==> config.mk <==
export PLATFORM = sky130hd
export DESIGN_NAME = btn_scan_ctrl
export DESIGN_NICKNAME = d
export VERILOG_FILES = /design/src/rtl/btn_pkg.sv /design/src/rtl/btn_db_fsm.sv /design/src/rtl/btn_scan_ctrl.sv
export SDC_FILE = /design/constraint.sdc
export NUM_CORES = 1
export LEC_CHECK = 0
export ABC_AREA = 1
export BUFFER_PORTS_ARGS = -buffer_cell sky130_fd_sc_hd__buf_4
export CAP_MARGIN = 20
export CORE_MARGIN = 8
export CORE_UTILIZATION = 60
export DETAILED_ROUTE_END_ITERATION = 12
export GPL_ROUTABILITY_DRIVEN = 0
export PLACE_DENSITY = 0.82
export SYNTH_ARGS = -nofsm -noshare
export SYNTH_HDL_FRONTEND = slang
export SYNTH_SLANG_ARGS = --single-unit
export TNS_END_PERCENT = 20
==> constraint.sdc <==
create_clock -name clock -period 2.3 [get_ports clock]
set_clock_uncertainty 0.15 [all_clocks]
set_input_delay 0.23 -clock clock [delete_from_list [all_inputs] [get_ports clock]]
set_output_delay 0.23 -clock clock [all_outputs]
set_load 0.01 [all_outputs]
==> src/rtl/btn_pkg.sv <==
// btn_pkg: debounce FSM state type and default scanner parameters
package btn_pkg;
  typedef enum logic [1:0] {STABLE_LO, WAIT_HI, STABLE_HI, WAIT_LO} db_state_e;
  localparam int N_BTN_DEF   = 4;
  localparam int TICK_W_DEF  = 21;
  localparam int SAMPLES_DEF = 3;
endpackage

==> src/rtl/btn_db_fsm.sv <==
// btn_db_fsm: per-button debouncer, advances only on its sample_en strobe
module btn_db_fsm
  import btn_pkg::*;
#(
  parameter int SAMPLES = SAMPLES_DEF
) (
  input  logic clock,
  input  logic reset_n,
  input  logic sample_en,
  input  logic sample,
  output logic level,
  output logic press,
  output logic rel
);
  db_state_e state_q, state_d;
  logic [2:0] cnt_q, cnt_d, cnt_inc;
  logic press_q, press_d, rel_q, rel_d, done;
  assign cnt_inc = cnt_q + 3'd1;
  assign done    = cnt_inc == 3'(SAMPLES);
  always_comb begin
    state_d = state_q;
    cnt_d   = cnt_q;
    press_d = 1'b0;
    rel_d   = 1'b0;
    if (sample_en)
      case (state_q)
        STABLE_LO: if (sample) begin
          state_d = WAIT_HI;
          cnt_d   = 3'd1;
        end
        WAIT_HI: if (!sample) begin
          state_d = STABLE_LO;
          cnt_d   = '0;
        end else if (done) begin
          state_d = STABLE_HI;
          cnt_d   = '0;
          press_d = 1'b1;
        end else cnt_d = cnt_inc;
        STABLE_HI: if (!sample) begin
          state_d = WAIT_LO;
          cnt_d   = 3'd1;
        end
        WAIT_LO: if (sample) begin
          state_d = STABLE_HI;
          cnt_d   = '0;
        end else if (done) begin
          state_d = STABLE_LO;
          cnt_d   = '0;
          rel_d   = 1'b1;
        end else cnt_d = cnt_inc;
        default: state_d = STABLE_LO;
      endcase
  end
  always_ff @(posedge clock or negedge reset_n)
    if (!reset_n) begin
      state_q <= STABLE_LO;
      cnt_q   <= '0;
      press_q <= 1'b0;
      rel_q   <= 1'b0;
    end else begin
      state_q <= state_d;
      cnt_q   <= cnt_d;
      press_q <= press_d;
      rel_q   <= rel_d;
    end
  assign level = (state_q == STABLE_HI) || (state_q == WAIT_LO);
  assign press = press_q;
  assign rel   = rel_q;
endmodule

==> src/rtl/btn_scan_ctrl.sv <==
// btn_scan_ctrl: shared tick scheduler sampling one synchronized button per tick
module btn_scan_ctrl
  import btn_pkg::*;
#(
  parameter int N_BTN   = N_BTN_DEF,
  parameter int TICK_W  = TICK_W_DEF,
  parameter int SAMPLES = SAMPLES_DEF
) (
  input  logic                       clock,
  input  logic                       reset_n,
  input  logic                       en,
  input  logic [N_BTN-1:0]           btn_raw,
  output logic [N_BTN-1:0]           level,
  output logic [N_BTN-1:0]           press,
  output logic [N_BTN-1:0]           rel,
  output logic [$clog2(N_BTN)-1:0]   scan_idx
);
  localparam int IDX_W = $clog2(N_BTN);
  logic [N_BTN-1:0] sync1_q, sync2_q, press_raw, rel_raw, sample_en;
  logic [TICK_W-1:0] tick_q, tick_d;
  logic [IDX_W-1:0] idx_q, idx_d;
  logic tick;
  assign tick = en && (&tick_q);
  always_comb begin
    tick_d = en ? tick_q + TICK_W'(1) : tick_q;
    idx_d  = !tick ? idx_q : (idx_q == IDX_W'(N_BTN - 1)) ? '0 : idx_q + IDX_W'(1);
  end
  always_ff @(posedge clock or negedge reset_n)
    if (!reset_n) begin
      sync1_q <= '0;
      sync2_q <= '0;
      tick_q  <= '0;
      idx_q   <= '0;
    end else begin
      sync1_q <= btn_raw;
      sync2_q <= sync1_q;
      tick_q  <= tick_d;
      idx_q   <= idx_d;
    end
  for (genvar i = 0; i < N_BTN; i++) begin : g_btn
    assign sample_en[i] = tick && (idx_q == IDX_W'(i));
    btn_db_fsm #(.SAMPLES(SAMPLES)) u_fsm (
      .clock     (clock),
      .reset_n   (reset_n),
      .sample_en (sample_en[i]),
      .sample    (sync2_q[i]),
      .level     (level[i]),
      .press     (press_raw[i]),
      .rel       (rel_raw[i])
    );
  end
  // pulses already registered; en only masks them while scanning is frozen
  assign press    = en ? press_raw : '0;
  assign rel      = en ? rel_raw : '0;
  assign scan_idx = idx_q;
endmodule

==> results_tabular.tex, run 1 <==
\begin{tabular}{lr}
\hline
Metric & Value \\
\hline
\multicolumn{2}{l}{\textbf{Clocking}} \\
\quad Clock latency on the worst-skew pair & 0.34 ns \\
\quad Total of hold buffers inserted after clock tree synthesis & 5 \\
\quad H-tree depth & 3 \\
\quad Post-CTS Setup Inserts & 0 \\
\quad Number of buffers created by CTS & 9 \\
\quad Post-cts repair resize count & 0 \\
\quad Clk sink count & 59 \\
\quad Clock transition at the registers of the reported paths & 0.06 ns \\
\quad Number of buffers on the longest clock path & 2 \\
\quad CTS root buffer & clkbuf\_8 \\
\quad CTS tree & done \\
\multicolumn{2}{l}{\textbf{Critical path}} \\
\quad Worst flop-to-flop path startpoint & tick\_q[0] \\
\quad Critical Path Sink Type & flop \\
\quad Critical Path Source Type & flop \\
\quad Worst EP arrival & 1.92 ns \\
\quad Total buffers and inverters traversed by the critical path & 2 \\
\quad Critical setup path kind & reg2reg \\
\quad Worst-path maximum fanout & 4 \\
\quad Cell Chain, Critical Path & ha\_1 > inv\_1 > nor2\_2 > nand2\_1 > nor2\_2 > nand2\_1 > nor2\_2 > nand3\_1 > nand2\_1 > inv\_1 \\
\quad Setup slack, reg-to-reg & 0.47 ns \\
\quad Cell family with most CP delay & simple AND/OR/NAND/NOR gates \\
\quad Worst reg2reg path endpoint & tick\_q[14] \\
\quad Max incr delay on CP & 0.38 ns \\
\quad Logic depth of the worst register-to-register path & 10 \\
\quad Required time at the worst-slack endpoint & 2.39 ns \\
\quad Critical-path cell with the highest stage delay & dfrtp\_1 \\
\multicolumn{2}{l}{\textbf{Timing}} \\
\quad Final-report hold violation count & 0 \\
\quad Tightest Pin Transition & 0.708 ns \\
\quad Setup repair after global routing missed its margin & no \\
\quad Max-slew headroom at the worst pin & 0.528 \\
\quad Upper clock frequency limit & 0.546 GHz \\
\quad Final-layout worst hold slack & 0.0735 ns \\
\quad Final worst-path setup slack & 0.467 ns \\
\quad Total of endpoints with negative setup slack in the final report & 0 \\
\quad Number of slew-limit violations in the final report & 0 \\
\quad Final critical delay including setup and external delays & 1.83 ns \\
\quad Final period utilization & 0.797 \\
\quad Setup TNS & 0 ns \\
\multicolumn{2}{l}{\textbf{Yosys}} \\
\quad Summed instance area of the synthesized netlist & 3230 sq um \\
\quad Synth area leaders & dfrtp\_1 (46\%), nand2\_1 (13\%), inv\_1 (7.8\%) \\
\quad Register bit total from synthesis & 59 \\
\quad Synthesized instance count & 401 \\
\quad Area share of the largest cell type after synthesis & 0.457 \\
\quad Register area share after synthesis & 0.457 \\
\quad Syn Nets & 421 \\
\quad Syn\_area\_per\_cell & 8.06 sq um \\
\quad Count of unique library cells instantiated by Yosys & 30 \\
\quad Library cell occupying the most area in the post-synthesis netlist & dfrtp\_1 \\
\quad Number of synthesis warnings & 0 \\
\multicolumn{2}{l}{\textbf{Outcome}} \\
\quad Run status & finished clean \\
\multicolumn{2}{l}{\textbf{Drt}} \\
\quad Iteration count of the initial detailed-routing pass & 6 \\
\quad Top metal layer carrying routed signals & met4 \\
\quad DR vias & 2477 \\
\quad Remaining antenna violation count after routing & 0 \\
\quad DRT met1 WL & 2630 microns \\
\quad Met2 WL post-DR & 2800 microns \\
\quad Average vias per placed instance & 4.95 \\
\quad Post-Route WL & 5750 microns \\
\quad DRC Markers & 0 \\
\quad DRC marker count from the first detailed-route iteration & 103 \\
\quad Routed len/inst & 11.5 microns \\
\quad Detailed route wirelength on metal3 & 262 microns \\
\multicolumn{2}{l}{\textbf{Min path}} \\
\quad Number of instances on the worst hold path & 2 \\
\quad Hold/Removal Path Class & in2reg \\
\quad Sink of the worst hold path & tick\_q[0] \\
\quad Worst Min Path Start & en \\
\multicolumn{2}{l}{\textbf{Global routing}} \\
\quad Wire length of the first global-routing pass & 10100 microns \\
\quad Largest net degree at the start of global routing & 60 \\
\quad GR Util All Layers & 0.165 \\
\quad Antenna violations before repair & 0 \\
\quad Number of global-route vias before repair & 2380 \\
\quad GR Overflow Total & 0 \\
\multicolumn{2}{l}{\textbf{Power}} \\
\quad Share of total power in combinational logic & 0.084 \\
\quad Sequential share of power & 0.496 \\
\quad Switching pwr & 578 uW \\
\quad Leakage component of the power & 2.00 nW \\
\quad Switching part of the total power & 0.244 \\
\quad P\_int & 1.79 mW \\
\quad Max VDD drop & 0.000472 V \\
\quad Portion of total power attributed to the clock network & 0.420 \\
\quad Pwr dens & 645 nW/um\^{}2 \\
\multicolumn{2}{l}{\textbf{Die}} \\
\quad I/O pin count & 21 \\
\quad Core Region & 5140 sq um \\
\quad DIE HEIGHT & 89.4 microns \\
\quad Effective utilization at floorplan & 0.629 \\
\quad Row cnt & 26 \\
\quad Horizontal die dimension & 89.4 microns \\
\quad Area of the die & 7990 sq um \\
\multicolumn{2}{l}{\textbf{Final layout}} \\
\quad Final standard cell area without fillers & 3670 sq um \\
\quad Layout overhead on the synthesized area & 13.4\% \\
\quad Proportion of layout cells with a drive suffix above 1 & 0.140 \\
\quad Count of antenna diodes in the layout & 0 \\
\quad Most used cells in the layout excluding fill and tap cells & nand2\_1 (114), inv\_1 (67), dfrtp\_1 (59) \\
\quad Most common cell after layout, fill and taps aside & nand2\_1 \\
\quad Final non-filler cell total & 500 \\
\quad Final-stage net count & 446 \\
\multicolumn{2}{l}{\textbf{Flow run}} \\
\quad Max-capacitance violation count & 0 \\
\multicolumn{2}{l}{\textbf{Placed design}} \\
\quad Worst setup timing slack at the placement stage & 0.478 ns \\
\quad Number of placed instances, taps included & 480 \\
\quad Placed wire-length estimate & 4130 microns \\
\quad Buffers added on ports & 20 \\
\quad Cell area after placement & 3410 sq um \\
\hline
\end{tabular}
[per-layer routing]
metal / vias up / global-route usage
li1: 1285 / -
met1: 1148 / 0.187
met2: 39 / 0.280
met3: 5 / 0.0634
met4: 0 / 0.0529
met5: - / 0
[cells by family after synthesis]
kind of cell / synth area share
AOI/OAI and AO/OA: 0.0337
xor gates and xnor gates: 0.0352
adders and majority gates: 0.0503
buffers and inverters: 0.0975
DFF: 0.457
and+or+nand+nor: 0.327
[flip-flops by register name (all words and copies together), names as in the netlist, named ones only]
register and cells:
g_btn.u_fsm.cnt_q 12, g_btn.u_fsm.press 4, g_btn.u_fsm.rel 4, g_btn.u_fsm.state_q 4, scan_idx 2, sync1_q 4, sync2_q 4, tick_q 21
[synthesized netlist by cell type]
cell / count
nor3_1: 4
nand2_2: 5
o21ai_2: 2
inv_1: 67
o21ai_0: 7
nand3_1: 30
nor2_2: 5
nand3_2: 1
a31oi_1: 1
inv_2: 1
nor4_1: 2
xnor2_1: 4
xor2_1: 9
nand2_8: 1
nor2_1: 28
nand2_4: 1
clkbuf_1: 6
o21ai_1: 3
a21oi_1: 7
and2_1: 2
nand3b_1: 4
or2_2: 3
nand2_1: 114
buf_4: 5
dfrtp_1: 59
nor2_4: 2
nor3_2: 1
ha_1: 13
nor2_8: 4
nand4_1: 10
[worst max path at each step]
stage | slack, ns | to | start | cells past startpoint
detailed placement | 0.48 | g_btn[3].u_fsm.cnt_q[1] | tick_q[0] | 10
finish | 0.47 | tick_q[14] | tick_q[0] | 10
global placement | 0.54 | g_btn[3].u_fsm.cnt_q[1] | tick_q[0] | 10
floorplan | 0.62 | g_btn[3].u_fsm.cnt_q[1] | tick_q[0] | 10
global route | 0.24 | flop | tick_q[0] | 9
CTS | 0.47 | g_btn[0].u_fsm.state_q[0] | tick_q[0] | 10
[cell type report]
type / count / area, sq um
clock inverters: 5 / 78.8
multi-input cells: 263 / 1440
flip-flops and latches: 59 / 1480
fillers: 402 / 1470
repair buffers: 25 / 200
well taps: 70 / 87.6
inverters: 68 / 255
clock buffers: 10 / 128
[power by group through the flow]
stage | clock network (mW) | logic [mW] | registers (mW)
6_report | 0.993 | 0.198 | 1.17
3_5_place_dp | 0 | 0.192 | 1.19
2_1_floorplan | 0 | 0.145 | 1.18
4_1_cts | 1.02 | 0.201 | 1.17
3_3_place_gp | 0 | 0.189 | 1.19
5_1_grt | 1.07 | 0.227 | 1.18
[stage by stage]
stage,total power [mW],utilization
2_1_floorplan,1.32,-
3_3_place_gp,1.38,0.664
3_5_place_dp,1.38,0.664
4_1_cts,2.39,0.713
5_1_grt,2.48,0.713
6_report,2.37,0.713
No activity file was read; power rests on OpenSTA's default activity.
==> inputs of run 2 (changes only) <==
clock period = 1.7 ns   (was 2.3 ns; I/O delays follow)
==> results_tabular.tex, run 2 (synthesis results as in run 1) <==
\begin{tabular}{lr}
\hline
Metric & Value \\
\hline
\multicolumn{2}{l}{\textbf{Outcome}} \\
\quad Run status & finished, violations left \\
\quad Violations in the final reports & setup timing \\
\multicolumn{2}{l}{\textbf{Die}} \\
\quad Effective utilization at floorplan & 0.629 (unchanged) \\
\quad Horizontal die dimension & 89.4 microns (unchanged) \\
\quad DIE HEIGHT & 89.4 microns (unchanged) \\
\quad Core Region & 5140 sq um (unchanged) \\
\quad Area of the die & 7990 sq um (unchanged) \\
\quad I/O pin count & 21 (unchanged) \\
\quad Row cnt & 26 (unchanged) \\
\multicolumn{2}{l}{\textbf{Power}} \\
\quad Share of total power in combinational logic & 0.139 (+0.055) \\
\quad Sequential share of power & 0.500 (+0.004) \\
\quad Switching part of the total power & 0.288 (+0.0431) \\
\quad Pwr dens & 811 nW/um\^{}2 (+26\%) \\
\quad Total power after layout & 3.18 mW (+35\%) \\
\quad P\_int & 2.27 mW (+27\%) \\
\quad Leakage component of the power & 2.14 nW (+6.9\%) \\
\quad Switching pwr & 915 uW (+58\%) \\
\quad Portion of total power attributed to the clock network & 0.361 (-0.059) \\
\quad Max VDD drop & 0.000632 V (+34\%) \\
\multicolumn{2}{l}{\textbf{Global routing}} \\
\quad Number of global-route vias before repair & 2657 (+12\%) \\
\quad Antenna violations before repair & 0 (unchanged) \\
\quad GR Util All Layers & 0.189 (+0.0238) \\
\quad Largest net degree at the start of global routing & 34 (-43\%) \\
\quad Wire length of the first global-routing pass & 11500 microns (+14\%) \\
\quad GR Overflow Total & 0 (unchanged) \\
\multicolumn{2}{l}{\textbf{Timing}} \\
\quad Final period utilization & 1.00 (+0.208) \\
\quad Number of slew-limit violations in the final report & 0 (unchanged) \\
\quad Upper clock frequency limit & 0.586 GHz (+7.3\%) \\
\quad Setup repair after global routing missed its margin & yes \\
\quad Final-layout worst hold slack & 0.132 ns (+0.0584 ns) \\
\quad Max-slew headroom at the worst pin & 0.753 (+0.225) \\
\quad Final worst-path setup slack & -0.00778 ns (-0.475 ns) \\
\quad Total of endpoints with negative setup slack in the final report & 2 (+2) \\
\quad Final-report hold violation count & 0 (unchanged) \\
\quad Final critical delay including setup and external delays & 1.71 ns (-0.125 ns) \\
\quad Tightest Pin Transition & 0.371 ns (-0.337 ns) \\
\multicolumn{2}{l}{\textbf{Final layout}} \\
\quad Final non-filler cell total & 526 (+5.2\%) \\
\quad Registers with the highest flip-flop counts & tick\_q (21), g\_btn.u\_fsm.cnt\_q (12) \\
\quad Count of antenna diodes in the layout & 0 (unchanged) \\
\quad Most common cell after layout, fill and taps aside & nand2\_1 \\
\quad Most used cells in the layout excluding fill and tap cells & nand2\_1 (113), inv\_1 (66), dfrtp\_1 (59) \\
\quad Finished Core Util & 0.763 (+0.0494) \\
\quad Flip-flop count of the largest register, all copies and words added & 21 (unchanged) \\
\quad Proportion of layout cells with a drive suffix above 1 & 0.217 (+0.0776) \\
\quad Top reg by flops & tick\_q \\
\quad Fill cell instance count of the final layout & 376 (-6.5\%) \\
\quad Final-stage net count & 471 (+5.6\%) \\
\quad Layout overhead on the synthesized area & 21.3\% \\
\quad Final standard cell area without fillers & 3920 sq um (+6.9\%) \\
\multicolumn{2}{l}{\textbf{Critical path}} \\
\quad Worst flop-to-flop path startpoint & tick\_q[7] \\
\quad Required time at the worst-slack endpoint & 1.78 ns (-0.61 ns) \\
\quad Critical setup path kind & reg2reg \\
\quad Critical Path Start & tick\_q[7] \\
\quad Worst EP arrival & 1.79 ns (-0.13 ns) \\
\quad Critical Path Sink Type & flop \\
\quad Worst-path maximum fanout & 6 (+2) \\
\quad Critical Path Source Type & flop \\
\multicolumn{2}{l}{\textbf{Placed design}} \\
\quad Buffers added on ports & 20 (unchanged) \\
\quad Cell area after placement & 3570 sq um (+4.5\%) \\
\quad Placed wire-length estimate & 4490 microns (+8.7\%) \\
\quad Number of placed instances, taps included & 499 (+4.0\%) \\
\multicolumn{2}{l}{\textbf{Flow run}} \\
\quad Max-capacitance violation count & 0 (unchanged) \\
\multicolumn{2}{l}{\textbf{Drt}} \\
\quad Top metal layer carrying routed signals & met4 \\
\quad Routed len/inst & 12.8 microns (+12\%) \\
\quad Post-Route WL & 6740 microns (+17\%) \\
\quad Met2 WL post-DR & 3540 microns (+26\%) \\
\quad Detailed route wirelength on metal3 & 342 microns (+31\%) \\
\quad Average vias per placed instance & 5.07 (+2.3\%) \\
\quad Iteration count of the initial detailed-routing pass & 4 (-2) \\
\quad DR vias & 2665 (+7.6\%) \\
\quad DRC Markers & 0 (unchanged) \\
\quad Remaining antenna violation count after routing & 0 (unchanged) \\
\quad DRT met1 WL & 2760 microns (+5.2\%) \\
\quad DRC marker count from the first detailed-route iteration & 92 (-11\%) \\
\multicolumn{2}{l}{\textbf{Clocking}} \\
\quad CTS root buffer & clkbuf\_8 \\
\quad Clock latency on the worst-skew pair & 0.35 ns (about the same) \\
\quad Clock transition at the registers of the reported paths & 0.07 ns (about the same) \\
\quad Number of buffers created by CTS & 9 (unchanged) \\
\quad Number of buffers on the longest clock path & 2 (unchanged) \\
\quad Clk sink count & 59 (unchanged) \\
\quad CTS tree & done \\
\quad H-tree depth & 3 (unchanged) \\
\multicolumn{2}{l}{\textbf{Min path}} \\
\quad Hold/Removal Path Class & in2async \\
\hline
\end{tabular}
==> run 2: cell count changes in the layout (fill, tap and decap cells not counted), moves of 3 or more <==
cell        delta
buf_4         +23
clkinvlp_4     +3
nand3_1        -3
nor2_1         -6
nor2_4         +4
==> run 2: final timing paths <==
path | to | slack, ns | cells after the start
setup / recovery | g_btn[1].u_fsm.cnt_q[1] | -0.008 | 9
hold / removal | g_btn[2].u_fsm.cnt_q[0] | 0.13 | 2
setup reg to reg | g_btn[1].u_fsm.cnt_q[1] | -0.008 | 9
hold reg to reg | sync2_q[0] | 0.20 | 0
max in group asynchronous | g_btn[1].u_fsm.rel | 0.78 | 3
min in group clock | sync2_q[0] | 0.20 | 0
==> run 2: what timing repair did <==
item | in CTS | in global routing
setup endpoints to repair | 24 | 37
hold endpoints to repair | 64 | 0
hold buffers | 6 | 0
pin swaps | 6 | 9
gates resized for setup | 6 | 16
buffers inserted | 4 | 1
gates cloned | 0 | 0
==> run 2: per-layer routing <==
metal  vias to the layer above  GRT usage
li1                       1335          -
met1                      1269      0.204
met2                        51      0.330
met3                        10     0.0689
met4                         0     0.0710
met5                         -          0
==> run 2: final cells by class <==
class / instances / area [sq um] / share of cell area
inverters: 68 / 255 / 0.0651
repair buffers: 50 / 403 / 0.103
flip-flops and latches: 59 / 1480 / 0.377
clock inverters: 6 / 41.3 / 0.0105
multi-input cells: 263 / 1520 / 0.388
well taps: 70 / 87.6 / 0.0223
clock buffers: 10 / 138 / 0.0351
==> run 2: through the flow <==
step | setup slack [ns] | TNS, ns
3_5_place_dp | -0.0932 | -0.995
6_report | -0.00778 | -0.0146
4_1_cts | -0.0288 | -0.0317
2_1_floorplan | 0.0205 | 0
5_1_grt | -0.115 | -1.92
3_3_place_gp | 0.0192 | 0
==> run 2: worst max-delay path, stage by stage, from the launching register on <==
cell and delay, ns:
dfrtp_1 0.42, nand2_1 0.12, nor2_1 0.13, nand2_2 0.10, nor2_8 0.20, nand2_8 0.11, nor2_4 0.14, nand2_2 0.07
nand2_1 0.08, o21ai_1 0.06
==> run 2: power by group through the flow <==
stage               Sequential [mW]  Clock (mW)  Combinational [mW]
finish                         1.59        1.15               0.443
global placement               1.60           0               0.337
global route                   1.60        1.23               0.489
detailed placement             1.61           0               0.362
CTS                            1.59        1.17               0.429
floorplan                      1.59           0               0.196
==> inputs of run 3 (changes only) <==
MAX_ROUTING_LAYER = met4   (was not set)
==> results_tabular.tex, run 3 (synthesis results as in run 1) <==
\begin{tabular}{lr}
\hline
Metric & Value \\
\hline
\multicolumn{2}{l}{\textbf{Outcome}} \\
\quad Run status & finished clean \\
\multicolumn{2}{l}{\textbf{Timing}} \\
\quad Setup repair after global routing missed its margin & yes \\
\quad Final-layout worst hold slack & 0.131 ns (-0.000470 ns) \\
\quad Total of endpoints with negative setup slack in the final report & 0 (-2) \\
\quad Setup TNS & 0 ns (+0.0146 ns) \\
\quad Final-report hold violation count & 0 (unchanged) \\
\quad Upper clock frequency limit & 0.591 GHz (+1.0\%) \\
\quad Max-slew headroom at the worst pin & 0.653 (-0.0992) \\
\quad Final period utilization & 0.995 (-0.0101) \\
\quad Number of slew-limit violations in the final report & 0 (unchanged) \\
\quad Final critical delay including setup and external delays & 1.69 ns (-0.0171 ns) \\
\quad Tightest Pin Transition & 0.515 ns (+0.143 ns) \\
\multicolumn{2}{l}{\textbf{Final layout}} \\
\quad Final-stage net count & 471 (unchanged) \\
\quad Footprint of the multi-input gates & 1510 sq um (-0.99\%) \\
\quad Fill cell instance count of the final layout & 378 (+0.53\%) \\
\quad Most used cells in the layout excluding fill and tap cells & nand2\_1 (111), inv\_1 (66), dfrtp\_1 (59) \\
\quad Finished Core Util & 0.760 (-0.00292) \\
\quad Layout overhead on the synthesized area & 20.8\% \\
\quad Flip-flop count of the largest register, all copies and words added & 21 (unchanged) \\
\quad Registers with the highest flip-flop counts & tick\_q (21), g\_btn.u\_fsm.cnt\_q (12) \\
\quad Count of antenna diodes in the layout & 0 (unchanged) \\
\quad Top reg by flops & tick\_q \\
\quad Most common cell after layout, fill and taps aside & nand2\_1 \\
\quad Proportion of layout cells with a drive suffix above 1 & 0.215 (-0.00219) \\
\quad Combined flip-flop and latch cell area & 1480 sq um (unchanged) \\
\multicolumn{2}{l}{\textbf{Global routing}} \\
\quad Number of global-route vias before repair & 2659 (+0.075\%) \\
\quad Largest net degree at the start of global routing & 34 (unchanged) \\
\quad GR Util All Layers & 0.194 (+0.00504) \\
\quad Wire length of the first global-routing pass & 11400 microns (-0.24\%) \\
\quad GR Overflow Total & 0 (unchanged) \\
\quad Antenna violations before repair & 0 (unchanged) \\
\multicolumn{2}{l}{\textbf{Clocking}} \\
\quad CTS root buffer & clkbuf\_8 \\
\quad Clock transition at the registers of the reported paths & 0.07 ns (about the same) \\
\quad Number of buffers created by CTS & 9 (unchanged) \\
\quad Number of buffers on the longest clock path & 2 (unchanged) \\
\quad H-tree depth & 3 (unchanged) \\
\quad Clock latency on the worst-skew pair & 0.35 ns (about the same) \\
\quad Clk sink count & 59 (unchanged) \\
\quad CTS tree & done \\
\multicolumn{2}{l}{\textbf{Power}} \\
\quad Total power after layout & 3.18 mW (-0.19\%) \\
\quad Leakage component of the power & 2.14 nW (about the same) \\
\quad Max VDD drop & 0.000615 V (-2.6\%) \\
\quad Pwr dens & 813 nW/um\^{}2 (+0.20\%) \\
\multicolumn{2}{l}{\textbf{Die}} \\
\quad Core Region & 5140 sq um (unchanged) \\
\quad Horizontal die dimension & 89.4 microns (unchanged) \\
\quad DIE HEIGHT & 89.4 microns (unchanged) \\
\quad Row cnt & 26 (unchanged) \\
\quad Area of the die & 7990 sq um (unchanged) \\
\quad I/O pin count & 21 (unchanged) \\
\quad Effective utilization at floorplan & 0.629 (unchanged) \\
\multicolumn{2}{l}{\textbf{Critical path}} \\
\quad Setup slack, reg-to-reg & 0.009 ns (+0.02 ns) \\
\quad Critical Path Sink Type & flop \\
\quad Worst flop-to-flop path startpoint & tick\_q[1] \\
\quad Cell family with most CP delay & simple AND/OR/NAND/NOR gates \\
\quad Cell Chain, Critical Path & ha\_2 > inv\_2 > nor2\_4 > nand2\_4 > nor2\_8 > nand2\_8 > nor2\_8 > nand2\_1 > nand2\_1 > o21ai\_1 \\
\quad Logic depth of the worst register-to-register path & 10 (+1) \\
\quad Critical setup path kind & reg2reg \\
\quad Critical Path Source Type & flop \\
\quad Worst EP arrival & 1.78 ns (about the same) \\
\quad Critical-path cell with the highest stage delay & dfrtp\_1 \\
\quad Total buffers and inverters traversed by the critical path & 1 (+1) \\
\quad Max incr delay on CP & 0.36 ns (-0.06 ns) \\
\quad Worst-path maximum fanout & 6 (unchanged) \\
\quad Worst reg2reg path endpoint & g\_btn[0].u\_fsm.cnt\_q[1] \\
\quad Required time at the worst-slack endpoint & 1.79 ns (about the same) \\
\multicolumn{2}{l}{\textbf{Drt}} \\
\quad DRC marker count from the first detailed-route iteration & 109 (+18\%) \\
\quad DRC Markers & 0 (unchanged) \\
\quad Average vias per placed instance & 5.01 (-1.1\%) \\
\quad Post-Route WL & 6500 microns (-3.7\%) \\
\quad DR vias & 2635 (-1.1\%) \\
\quad Routed len/inst & 12.4 microns (-3.7\%) \\
\quad Remaining antenna violation count after routing & 0 (unchanged) \\
\quad Iteration count of the initial detailed-routing pass & 4 (unchanged) \\
\multicolumn{2}{l}{\textbf{Placed design}} \\
\quad Buffers added on ports & 20 (unchanged) \\
\quad Placed wire-length estimate & 4490 microns (unchanged) \\
\multicolumn{2}{l}{\textbf{Flow run}} \\
\quad Max-capacitance violation count & 0 (unchanged) \\
\multicolumn{2}{l}{\textbf{Min path}} \\
\quad Hold/Removal Path Class & in2async \\
\hline
\end{tabular}
-- run 3: changes by cell type in the layout (fill, tap and decap cells not counted) --
cell,before,now
nor2_1,22,23
nor3_2,1,0
nand2_2,5,7
nand2_1,113,111
nand3_4,1,0
nand3_1,27,28
nor3_1,3,4
nor2_2,7,6
-- run 3: per-stage QoR --
step	worst slack, ns	cells	area (sq um)
after floorplan	0.0205	401	3230
after global placement	0.0192	499	3570
after detailed placement	-0.0932	499	3570
after CTS	-0.0288	525	3860
after global routing	-0.106	526	3910
final	0.00931	526	3910
-- run 3: report_power, final --
group	switching (mW)	internal, mW
sequential	0.0982	1.50
combinational	0.236	0.207
clock	0.574	0.563
total	0.909	2.27
-- run 3: how the worst max path moves through the flow --
stage,start,to,slack [ns],cells after the start
after detailed placement,tick_q[0],flop,-0.09,10
after global placement,tick_q[0],g_btn[1].u_fsm.state_q[0],0.02,8
final,tick_q[1],g_btn[0].u_fsm.cnt_q[1],0.009,10
after CTS,tick_q[1],g_btn[1].u_fsm.cnt_q[1],-0.03,10
after global routing,tick_q[1],g_btn[0].u_fsm.cnt_q[2],-0.11,8
after floorplan,tick_q[0],g_btn[3].u_fsm.cnt_q[1],0.02,10
-- run 3: routing by layer --
layer	GRT usage	share of wire	vias up
met5	-	0	-
met1	0.204	0.42	1236
met3	0.0671	0.051	12
li1	-	-	1337
met2	0.330	0.51	50
met4	0.0710	0.016	0
-- run 3: what timing repair did --
item,in CTS,in global routing
hold buffers,6,0
resized for setup,6,14
endpoints found under the setup margin,24,37
pin swaps,6,10
setup buffers,4,1
endpoints found under the hold margin,64,0
-- run 3: cell type report --
type                            instances  share of cell area
Tap cell                               70              0.0224
Inverter                               68              0.0653
Clock buffer                           10              0.0352
Timing Repair Buffer                   50               0.103
Clock inverter                          6              0.0106
Sequential cell                        59               0.378
Multi-Input combinational cell        263               0.385
